### config.mk
export PLATFORM = sky130hd
export DESIGN_NAME = vec_mem_sequencer
export DESIGN_NICKNAME = d
export VERILOG_FILES = /design/src/rtl/vec_mem_sequencer.sv
export SDC_FILE = /design/constraint.sdc
export NUM_CORES = 1
export LEC_CHECK = 0
export CAP_MARGIN = 20
export CORE_MARGIN = 2
export CORE_UTILIZATION = 35
export DETAILED_ROUTE_END_ITERATION = 16
export GPL_ROUTABILITY_DRIVEN = 0
export PLACE_DENSITY = 0.72
export REMOVE_ABC_BUFFERS = 1
export SYNTH_ARGS = -nofsm -noshare
export SYNTH_HDL_FRONTEND = slang
export SYNTH_SLANG_ARGS = --single-unit
### constraint.sdc
create_clock -name clk -period 6.3 [get_ports clk]
set_clock_uncertainty 0.05 [all_clocks]
set_input_delay 1.575 -clock clk [delete_from_list [all_inputs] [get_ports clk]]
set_output_delay 1.575 -clock clk [all_outputs]
set_load 0.02 [all_outputs]
### src/rtl/vec_mem_sequencer.sv
// ---------------------------------------------------------------------------
// vec_mem_sequencer: lane-serial VLDW/VLDH/VSTB memory sequencer.  Rev 1.0
// ---------------------------------------------------------------------------
`default_nettype none

module vec_mem_sequencer #(
  parameter int LANES  = 8,
  parameter int ELEM_W = 8,
  parameter int ADDR_W = 32
) (
  input  logic                     clk,
  input  logic                     rst,
  input  logic                     start,
  input  logic [4:0]               opcode,
  input  logic [ADDR_W-1:0]        base_addr,
  input  logic [2:0]               vreg_sel,
  input  logic                     flush,
  output logic                     mem_req,
  output logic                     mem_we,
  output logic [ADDR_W-1:0]        mem_addr,
  output logic [ELEM_W-1:0]        mem_wdata,
  input  logic                     mem_gnt,
  input  logic                     mem_rvalid,
  input  logic [ELEM_W-1:0]        mem_rdata,
  output logic [2:0]               vreg_idx,
  output logic [$clog2(LANES)-1:0] vreg_lane,
  input  logic [ELEM_W-1:0]        vreg_rdata,
  output logic                     vreg_we,
  output logic [ELEM_W-1:0]        vreg_wdata,
  output logic                     stall,
  output logic                     done,
  output logic                     err
);

  localparam int LW = $clog2(LANES);
  localparam logic [4:0] OP_VLDW = 5'b11010;
  localparam logic [4:0] OP_VLDH = 5'b11011;
  localparam logic [4:0] OP_VSTB = 5'b11101;
  localparam logic [LW-1:0] LAST_LANE = LW'(LANES - 1);

  typedef enum logic [1:0] {S_IDLE, S_REQ, S_WAIT, S_DONE} state_t;

  state_t              state_q, state_d;
  logic [ADDR_W-1:0]   base_q, base_d;
  logic [1:0]          shamt_q, shamt_d;
  logic                store_q, store_d;
  logic [2:0]          vreg_q, vreg_d;
  logic [LW-1:0]       lane_q, lane_d;
  logic                err_q, err_d;
  logic                legal_op;
  logic                last_lane;

  always_comb begin
    legal_op  = (opcode == OP_VLDW) || (opcode == OP_VLDH) || (opcode == OP_VSTB);
    last_lane = (lane_q == LAST_LANE);
    state_d   = state_q;
    base_d    = base_q;
    shamt_d   = shamt_q;
    store_d   = store_q;
    vreg_d    = vreg_q;
    lane_d    = lane_q;
    err_d     = 1'b0;
    case (state_q)
      S_IDLE: begin
        // flush outranks a simultaneous launch, including an illegal one
        if (start && !flush) begin
          if (legal_op) begin
            state_d = S_REQ;
            base_d  = base_addr;
            vreg_d  = vreg_sel;
            lane_d  = '0;
            store_d = (opcode == OP_VSTB);
            shamt_d = (opcode == OP_VLDW) ? 2'd2 : ((opcode == OP_VLDH) ? 2'd1 : 2'd0);
          end else begin
            err_d = 1'b1;
          end
        end
      end
      S_REQ: begin
        if (flush) begin
          state_d = S_IDLE;
        end else if (mem_gnt) begin
          if (!store_q) begin
            state_d = S_WAIT;
          end else if (last_lane) begin
            state_d = S_DONE;
          end else begin
            lane_d = lane_q + LW'(1);
          end
        end
      end
      S_WAIT: begin
        if (flush) begin
          state_d = S_IDLE;
        end else if (mem_rvalid) begin
          if (last_lane) begin
            state_d = S_DONE;
          end else begin
            lane_d  = lane_q + LW'(1);
            state_d = S_REQ;
          end
        end
      end
      S_DONE:  state_d = S_IDLE;
      default: state_d = S_IDLE;
    endcase
  end

  always_ff @(posedge clk or negedge rst) begin
    if (!rst) begin
      state_q <= S_IDLE;
      base_q  <= '0;
      shamt_q <= 2'd0;
      store_q <= 1'b0;
      vreg_q  <= 3'd0;
      lane_q  <= '0;
      err_q   <= 1'b0;
    end else begin
      state_q <= state_d;
      base_q  <= base_d;
      shamt_q <= shamt_d;
      store_q <= store_d;
      vreg_q  <= vreg_d;
      lane_q  <= lane_d;
      err_q   <= err_d;
    end
  end

  // Strides are powers of two, so the lane offset is a shift; the sum wraps at 2^ADDR_W.
  assign mem_req    = (state_q == S_REQ);
  assign mem_we     = mem_req && store_q;
  assign mem_addr   = base_q + (ADDR_W'(lane_q) << shamt_q);
  assign mem_wdata  = mem_we ? vreg_rdata : '0;
  assign vreg_idx   = vreg_q;
  assign vreg_lane  = lane_q;
  assign vreg_we    = (state_q == S_WAIT) && mem_rvalid && !flush;
  assign vreg_wdata = vreg_we ? mem_rdata : '0;
  assign stall      = (state_q == S_REQ) || (state_q == S_WAIT);
  assign done       = (state_q == S_DONE);
  assign err        = err_q;

endmodule

`default_nettype wire

==> results_dict.tcl, run 1 <==
set metrics [dict create \
    status "complete, no violations" \
    insertion_delay_ns 0.29 \
    period_share 0.803 \
    drc_errors 0 \
    slew_headroom 0.417 \
    drive_gt1_frac 0.135 \
    synthMuxAreaShare 0.158 \
    cp_slowest_stage_delay_ns 0.63 \
    end_kind "primary output" \
    seqCellArea_sq_mm 0.00110 \
    initial_core_util 0.363 \
    power.total_w 0.00159 \
    place_area_sq_mm 0.00411 \
    r2r_cells 5 \
    rsz0062_at_grt "false" \
    core_sq_mm 0.00777 \
    fillers 716 \
    ir_worst_vdd_v 0.000237 \
    finalHoldViolations 0 \
    final_nets 468 \
    synth-compound-area-share 0.0771 \
    synth_flop_cell "dfrtp_1" \
    io_pins 122 \
    via_count 2467 \
    areaGrowthSynthToFinish_pct 49.2 \
    ys_ff_latch 44 \
    cp_common_cell "nor2_1" \
    routed_via_density 4.97 \
    worstPathRequired_ns 4.68 \
    min_to "vreg_idx[0]$_DFFE_PN0P_" \
    diodes 0 \
    r2r_setup_slack_ns 4.17 \
    fin_area_sq_mm 0.00421 \
    grt_pass1_vias 2547 \
    crit_fanout 10 \
    post_cts_buffers 0 \
    maxSlewViolCount 0 \
    cts_max_level 2 \
    ys_warn_count 0 \
    grt_pass1_wl_mm 11.6 \
    finalWorstSetupSlack_ns 1.24 \
    multi_input_area_sq_mm 0.00163 \
    reg2reg_from "state_q[0]$_DFFE_PN0P_" \
    cts_tree "yes" \
    synth_top_family_by_area "simple AND/OR/NAND/NOR gates" \
    cts_root_buf "clkbuf_8" \
    cts_buffer_depth 2 \
    critPathLaunchType "flip-flop" \
    synth_top_area_cell "dfrtp_1" \
    fp.dieW_microns 93.8 \
    grt_usage 0.166 \
    synthTopCellsByArea "dfrtp_1 (39%), mux2_2 (14%), xnor2_1 (5.6%)" \
    synth-async-reset-ratio 1.00 \
    critPathSlowestCell "clkdlybuf4s50_1" \
    synthCells 272 \
    synth.distinct_cells 42 \
    floorplan.rows 32 \
    synthAdderAreaFrac 0.0603 \
    netlist_area_sq_mm 0.00282 \
    hold_path_class "flip-flop to flip-flop" \
    holdPathStages 1 \
    wl_per_cell_microns 14.4 \
    clk_pin_slew_worst_paths_ns 0.08 \
    arrival_ns 3.44 \
    portBuffers 121 \
    antenna_found_initial 0 \
    ys_seq_area_frac 0.390 \
    synth-simple-area-share 0.184 \
    p_per_area_mw_per_mm2 379 \
    grt_max_degree 45 \
    totalNegativeSetupSlack_ns 0 \
    hold_buffers 0 \
    yosysTopAreaCellShare 0.390 \
    synth-xor-area-share 0.0962 \
    drtPass1Iterations 4 \
    drv_cap 0 \
    crit_type "flip-flop to primary output" \
    cts.sinks 44 \
    place_ws_ns 1.25 \
    die_area_sq_mm 0.00880 \
    worst_pin_slew_ns 0.872 \
    leakage_nw 1.87 \
    die_h_microns 93.8 \
    detailed_place_hpwl_mm 5.51 \
    wl_mm 7.12 \
    antenna_left 0 \
    cts_resized 0 \
    syn_avg_cell_area_sq_um 10.4 \
    period_minus_slack_ns 5.06 \
    path_cells "mux2i_1, nor2_1, fa_1, a21o_1, a221oi_4, nand2b_1, nor2_1, xor2_1, clkdlybuf4s50_1" \
    drt_iter0_markers 45 \
    grt_overflow_total 0 \
    setup_violations 0 \
    hold_start "vreg_idx[0]$_DFFE_PN0P_" \
    cts_buffers 5 \
    r2r_end "vreg_idx[0]$_DFFE_PN0P_" \
    synth-edff-count 0 \
    fmax_mhz 198 \
]
==> worst max-delay path, delay by kind of cell, from the launching register on <==
kind | cells | cell delay (ns)
compound gates | 2 | 0.74
buf+inv | 1 | 0.63
flops | 1 | 0.50
simple gates | 3 | 0.46
fa+ha+maj | 1 | 0.44
mux | 1 | 0.22
xor+xnor | 1 | 0.15
==> layer usage <==
layer / global-route usage / part of all wire
met1: 0.205 / 0.42
met2: 0.282 / 0.48
met3: 0.0570 / 0.098
met4: 0.0314 / 0.0077
met5: 0 / 0
==> how the worst max path moves through the flow <==
stage	slack, ns	end	from
2_1_floorplan	2.13	mem_addr[31]	vreg_lane[2]$_DFFE_PN0P_
3_3_place_gp	1.33	vreg_wdata[6]	flush
3_5_place_dp	1.25	vreg_wdata[1]	flush
4_1_cts	1.21	mem_addr[16]	shamt_q[0]$_DFFE_PN0P_
5_1_grt	1.00	mem_addr[16]	vreg_lane[2]$_DFFE_PN0P_
6_report	1.24	mem_addr[16]	shamt_q[0]$_DFFE_PN0P_
==> sequential cells by signal, indices dropped and copies added, names as in the netlist <==
signal     flops
base_q        32
vreg_idx       3
vreg_lane      3
shamt_q        2
state_q        2
err            1
store_q        1
==> report_power, final <==
| part | leakage [nW] | internal [W] | switching, W |
|---|---|---|---|
| clock network | 0.0479 | 0.0000773 | 0.0000961 |
| registers | 0.571 | 0.000391 | 0.000111 |
| logic | 1.25 | 0.000487 | 0.000433 |
| total | 1.87 | 0.000955 | 0.000640 |
==> cells in the final DEF (no fill, tap or decap), types with 3 or more instances in the layout <==
master and instances:
a21o_1 4, a21oi_1 7, a31oi_1 3, and2_1 10
and3_1 14, clkbuf_8 5, clkdlybuf4s50_1 120, dfrtp_1 44
ha_1 12, inv_1 10, mux2_2 36, mux2i_1 4
nand2_1 17, nand2b_1 4, nand3_1 6, nand4_1 10
nor2_1 15, nor3_1 5, nor3b_1 3, o21ai_0 7
xnor2_1 18, xor2_1 13
==> Yosys cell counts, types with 2 or more instances <==
master,n
dfrtp_1,44
mux2_2,36
xnor2_1,18
nand2_1,17
nor2_1,15
and3_1,14
xor2_1,13
ha_1,12
and2_1,10
inv_1,10
nand4_1,10
a21oi_1,7
o21ai_0,7
nand3_1,6
nor3_1,5
a21o_1,4
clkbuf_1,4
mux2i_1,4
nand2b_1,4
a31oi_1,3
buf_6,3
nor3b_1,3
a2bb2oi_1,2
nor2b_1,2
o22ai_1,2
==> through the flow <==
stage	hold slack, ns	instances	utilization
after detailed placement	0.447	487	0.529
after global routing	0.478	496	0.542
final	0.458	496	0.542
after floorplan	0.429	263	-
after global placement	0.441	487	0.529
after CTS	0.466	495	0.540
==> area by class of cell <==
type	count	area share
clock buffers	5	0.0163
clock inverters	3	0.00446
inverters	10	0.00891
multi-input cells	209	0.386
flip-flops and latches	44	0.261
well taps	102	0.0303
repair buffers	123	0.293
==> cell families (layout without fill, tap and decap cells) <==
group,after synthesis,after routing
flops,44,44
buf+inv,19,141
mux,40,40
fa+ha+maj,13,13
simple gates,94,94
compound gates,31,31
xor+xnor,31,31
No activity file was read; power rests on OpenSTA's default activity.
==> run 2, diff against run 1 <==
- PLACE_DENSITY: 0.72 -> 0.75
- clock period: 6.3 -> 4.1 ns (I/O delays scaled with it)
==> run 2 against run 1 <==
- combinational power rose by 47%
- wire length fell by 1.6%
- design area up 0.86%
- global-route usage fell by 0.79 points
- sequential power increased by 56%
- core utilization increased by 0.47 points
- worst hold slack gained 0.0049 ns
- die area unchanged
- worst setup slack worse by 1.0 ns
- critical path depth unchanged
- power increased by 56%
- critical endpoint is now mem_addr[30]
- largest power group unchanged
==> results_dict.tcl, run 2 (synthesized netlist as in run 1, its figures left out) <==
set metrics [dict create \
    portBuffers 121 \
    maxSlewViolCount 0 \
    crit_start "shamt_q[0]$_DFFE_PN0P_" \
    critPathLaunchType "flip-flop" \
    drive_gt1_frac 0.156 \
    via_count 2493 \
    grt_usage 0.158 \
    fin_area_sq_mm 0.00425 \
    grt_pass1_vias 2457 \
    grt_overflow_total 0 \
    cts_buffer_depth 2 \
    totalNegativeSetupSlack_ns 0 \
    regMostFlops "base_q" \
    insertion_delay_ns 0.30 \
    antenna_left 0 \
    io_pins 122 \
    fp.dieW_microns 93.8 \
    rsz0062_at_grt "false" \
    drt_iter0_markers 58 \
    worstPathRequired_ns 3.02 \
    cts_buffers 5 \
    mostFrequentLayoutCell "clkdlybuf4s50_1" \
    arrival_ns 2.82 \
    core_sq_mm 0.00777 \
    routed_via_density 5.00 \
    r2r_setup_slack_ns 1.97 \
    end_kind "primary output" \
    cts_root_buf "clkbuf_8" \
    p_per_area_mw_per_mm2 586 \
    r2r_cells 7 \
    grt_max_degree 45 \
    detailed_place_hpwl_mm 5.44 \
    power.total_w 0.00249 \
    antenna_found_initial 0 \
    place_ws_ns 0.179 \
    reg2reg_from "state_q[1]$_DFFE_PN0P_" \
    finalHoldViolations 0 \
    initial_core_util 0.363 \
    ir_worst_vdd_v 0.000347 \
    place_area_sq_mm 0.00413 \
    period_minus_slack_ns 3.89 \
    wl_per_cell_microns 14.1 \
    fmax_mhz 257 \
    areaGrowthSynthToFinish_pct 50.5 \
    drv_cap 0 \
    worst_pin_slew_ns 0.466 \
    clk_pin_slew_worst_paths_ns 0.08 \
    wl_mm 7.01 \
    crit_fanout 10 \
    die_h_microns 93.8 \
    r2r_end "vreg_lane[0]$_DFFE_PN0P_" \
    crit_type "flip-flop to primary output" \
    crit_path_end "mem_addr[30]" \
    drc_errors 0 \
    period_share 0.949 \
    hold_buffers 0 \
    leakage_nw 2.01 \
    final_cell_mix "clkdlybuf4s50_1 (94), dfrtp_1 (44), mux2_2 (36), xnor2_1 (18), nand2_1 (17)" \
    diodes 0 \
    slew_headroom 0.689 \
    status "complete, no violations" \
    hold_path_class "flip-flop to flip-flop" \
    setup_violations 0 \
    cts_tree "yes" \
    die_area_sq_mm 0.00880 \
    final_nets 471 \
    post_cts_buffers 0 \
    drtPass1Iterations 4 \
    floorplan.rows 32 \
    cts_max_level 2 \
    grt_pass1_wl_mm 11.2 \
    cts.sinks 44 \
    largest_reg_flops 32 \
    finalWorstSetupSlack_ns 0.210 \
]
## run 2: layout make-up
type / instances / area, sq um
Fill cell: 690 / 3520
Multi-Input combinational cell: 209 / 1630
Timing Repair Buffer: 126 / 1230
Sequential cell: 44 / 1100
Tap cell: 102 / 128
Clock buffer: 6 / 82.6
Clock inverter: 2 / 38.8
Inverter: 10 / 37.5
## run 2: worst min path at each step
| stage | from | endpoint | slack, ns | cells after the start |
|---|---|---|---|---|
| floorplan | base_q[10]$_DFFE_PN0P_ | base_q[10]$_DFFE_PN0P_ | 0.43 | 1 |
| global placement | vreg_idx[2]$_DFFE_PN0P_ | vreg_idx[2]$_DFFE_PN0P_ | 0.44 | 1 |
| detailed placement | base_q[10]$_DFFE_PN0P_ | base_q[10]$_DFFE_PN0P_ | 0.45 | 1 |
| CTS | base_q[10]$_DFFE_PN0P_ | base_q[10]$_DFFE_PN0P_ | 0.47 | 1 |
| global route | base_q[10]$_DFFE_PN0P_ | base_q[10]$_DFFE_PN0P_ | 0.48 | 1 |
| finish | vreg_idx[2]$_DFFE_PN0P_ | vreg_idx[2]$_DFFE_PN0P_ | 0.46 | 1 |
## run 2: critical path, cell delays in order (launching register included)
cell and delay [ns]:
dfrtp_1 0.52, mux2i_1 0.22, nor2_1 0.08, fa_1 0.44, a21o_1 0.22, a221oi_4 0.25
buf_4 0.21, nor3_1 0.07, xor2_1 0.14, dlygate4sd2_1 0.37
## run 2: timing repair
item                       4_1_cts  5_1_grt
resized for setup               23       19
setup endpoints to repair       22       12
cloned                           0        0
## run 2: power breakdown
| part | switching, W | total (W) | leakage, nW | internal (W) |
|---|---|---|---|---|
| logic | 0.000670 | 0.00135 | 1.38 | 0.000683 |
| clock network | 0.000154 | 0.000354 | 0.0614 | 0.000199 |
| registers | 0.000180 | 0.000781 | 0.571 | 0.000601 |
## run 2: per-stage QoR
stage / cells / hold slack, ns / utilization
global placement: 490 / 0.439 / 0.531
finish: 499 / 0.463 / 0.547
detailed placement: 490 / 0.448 / 0.531
global route: 499 / 0.475 / 0.547
CTS: 498 / 0.469 / 0.544
floorplan: 263 / 0.429 / -
## run 2: metal layers
layer / GRT usage / vias to the layer above / part of all wire
met5: 0 / - / 0
met4: 0.0302 / 0 / 0.0073
met3: 0.0474 / 7 / 0.086
met2: 0.268 / 104 / 0.46
met1: 0.200 / 1168 / 0.44
li1: - / 1214 / -
==> run 3, diff against run 2 <==
- SETUP_SLACK_MARGIN: unset -> 0.3
==> run 3 against run 2 <==
- clock-buffer cell count stayed put
- non-clock buffer count is 7 higher
- die area stayed put
- critical path type unchanged
- critical endpoint is now mem_addr[18]
- highest routed layer unchanged
==> results_dict.tcl, run 3 (synthesized netlist as in run 1, its figures left out) <==
set metrics [dict create \
    status "complete, no violations" \
    hold_buffers 0 \
    diodes 0 \
    final_cell_mix "clkdlybuf4s50_1 (92), dfrtp_1 (40), mux2_2 (36), xnor2_1 (18), nand2_1 (17)" \
    dp.cells 490 \
    hold_path_class "flip-flop to flip-flop" \
    crit_fanout 5 \
    grt_max_degree 45 \
    utilization 0.550 \
    r2r_end "vreg_lane[0]$_DFFE_PN0P_" \
    holdPathStages 1 \
    fmax_mhz 268 \
    cts_root_buf "clkbuf_8" \
    regMostFlops "base_q" \
    stdcell_count 506 \
    end_kind "primary output" \
    detailed_place_hpwl_mm 5.44 \
    slew_headroom 0.687 \
    totalNegativeSetupSlack_ns 0 \
    via_count 2530 \
    hold_start "vreg_idx[2]$_DFFE_PN0P_" \
    drt_iter0_markers 69 \
    floorplan.rows 32 \
    insertion_delay_ns 0.30 \
    seqCellArea_sq_mm 0.00111 \
    arrival_ns 2.65 \
    worstPathRequired_ns 3.02 \
    final_nets 478 \
    min_to "vreg_idx[2]$_DFFE_PN0P_" \
    fillers 683 \
    grt_overflow_total 0 \
    largest_reg_flops 32 \
    io_pins 122 \
    place_area_sq_mm 0.00413 \
    cts_tree "yes" \
    cts_buffer_depth 2 \
    mostFrequentLayoutCell "clkdlybuf4s50_1" \
    critPathLaunchType "flip-flop" \
    grt_pass1_wl_mm 11.2 \
    cts_max_level 2 \
    areaGrowthSynthToFinish_pct 51.4 \
    routed_via_density 5.00 \
    crit_type "flip-flop to primary output" \
    clk_pin_slew_worst_paths_ns 0.09 \
    r2r_cells 7 \
    cts.sinks 44 \
    drive_gt1_frac 0.248 \
    drv_cap 0 \
    finalHoldViolations 0 \
    core_sq_mm 0.00777 \
    cts_buffers 5 \
    rsz0062_at_grt "true" \
    p_per_area_mw_per_mm2 586 \
    period_minus_slack_ns 3.73 \
    setup_violations 0 \
    wl_mm 7.32 \
    die_h_microns 93.8 \
    period_share 0.909 \
    antenna_found_initial 0 \
    maxSlewViolCount 0 \
    drc_errors 0 \
    grt_pass1_vias 2470 \
    fp.dieW_microns 93.8 \
    r2r_setup_slack_ns 1.96 \
    portBuffers 121 \
    leakage_nw 1.99 \
    wl_per_cell_microns 14.5 \
    worst_pin_slew_ns 0.470 \
    die_area_sq_mm 0.00880 \
    multi_input_area_sq_mm 0.00167 \
    reg2reg_from "state_q[1]$_DFFE_PN0P_" \
    drtPass1Iterations 4 \
    grt_usage 0.159 \
    ir_worst_vdd_v 0.000352 \
    initial_core_util 0.363 \
    antenna_left 0 \
    fin_area_sq_mm 0.00427 \
]
[run 3: worst max-delay path by stage]
stage                             startpoint            to  slack [ns]  depth (start not counted)
detailed placement    shamt_q[1]$_DFFE_PN0P_  mem_addr[31]        0.18                         12
CTS                 vreg_lane[2]$_DFFE_PN0P_  mem_addr[31]        0.14                         12
global route          shamt_q[1]$_DFFE_PN0P_  mem_addr[18]        0.24                         11
floorplan           vreg_lane[2]$_DFFE_PN0P_  mem_addr[31]        0.48                         10
global placement    vreg_lane[0]$_DFFE_PN0P_  mem_addr[20]        0.23                          9
finish              vreg_lane[0]$_DFFE_PN0P_  mem_addr[18]        0.37                          9
[run 3: where the power goes]
part           total [W]  internal, W  switching [W]  leakage (nW)
Sequential      0.000779     0.000603       0.000176         0.566
Combinational    0.00137     0.000679       0.000689          1.36
Clock           0.000356     0.000199       0.000156        0.0614
[run 3: repair_timing]
action / 4_1_cts / 5_1_grt
pin swaps: 0 / 5
resized for setup: 79 / 54
setup buffers: 0 / 6
endpoints found under the setup margin: 36 / 27
gates cloned: 0 / 1
[run 3: per-layer routing]
layer	wire length [microns]	global-route usage
met4	65	0.0362
met3	640	0.0482
met5	0	0
met2	3400	0.266
met1	3220	0.201
[run 3: worst max-delay path, cell delays in order (launching register included)]
cell             delay, ns
dfrtp_2               0.44
nor3b_2               0.16
ha_2                  0.17
fa_1                  0.40
a21o_1                0.22
a221oi_4              0.28
nand2b_4              0.21
nor2_1                0.06
xnor2_1               0.13
clkdlybuf4s15_2       0.28
[run 3: area by class of cell]
cell class,count,share of cell area
timing repair buffer,133,0.284
clock inverter,2,0.00907
inverter,10,0.00878
clock buffer,6,0.0193
sequential,44,0.259
tap,102,0.0299
multi-input combinational,209,0.390
[run 3: metrics by stage]
step | setup WS, ns | power (W) | hold WS, ns
after global routing | 0.243 | 0.00266 | 0.475
after floorplan | 0.476 | 0.00157 | 0.429
after CTS | 0.143 | 0.00253 | 0.469
final | 0.374 | 0.00250 | 0.463
after detailed placement | 0.179 | 0.00221 | 0.448
after global placement | 0.228 | 0.00219 | 0.439
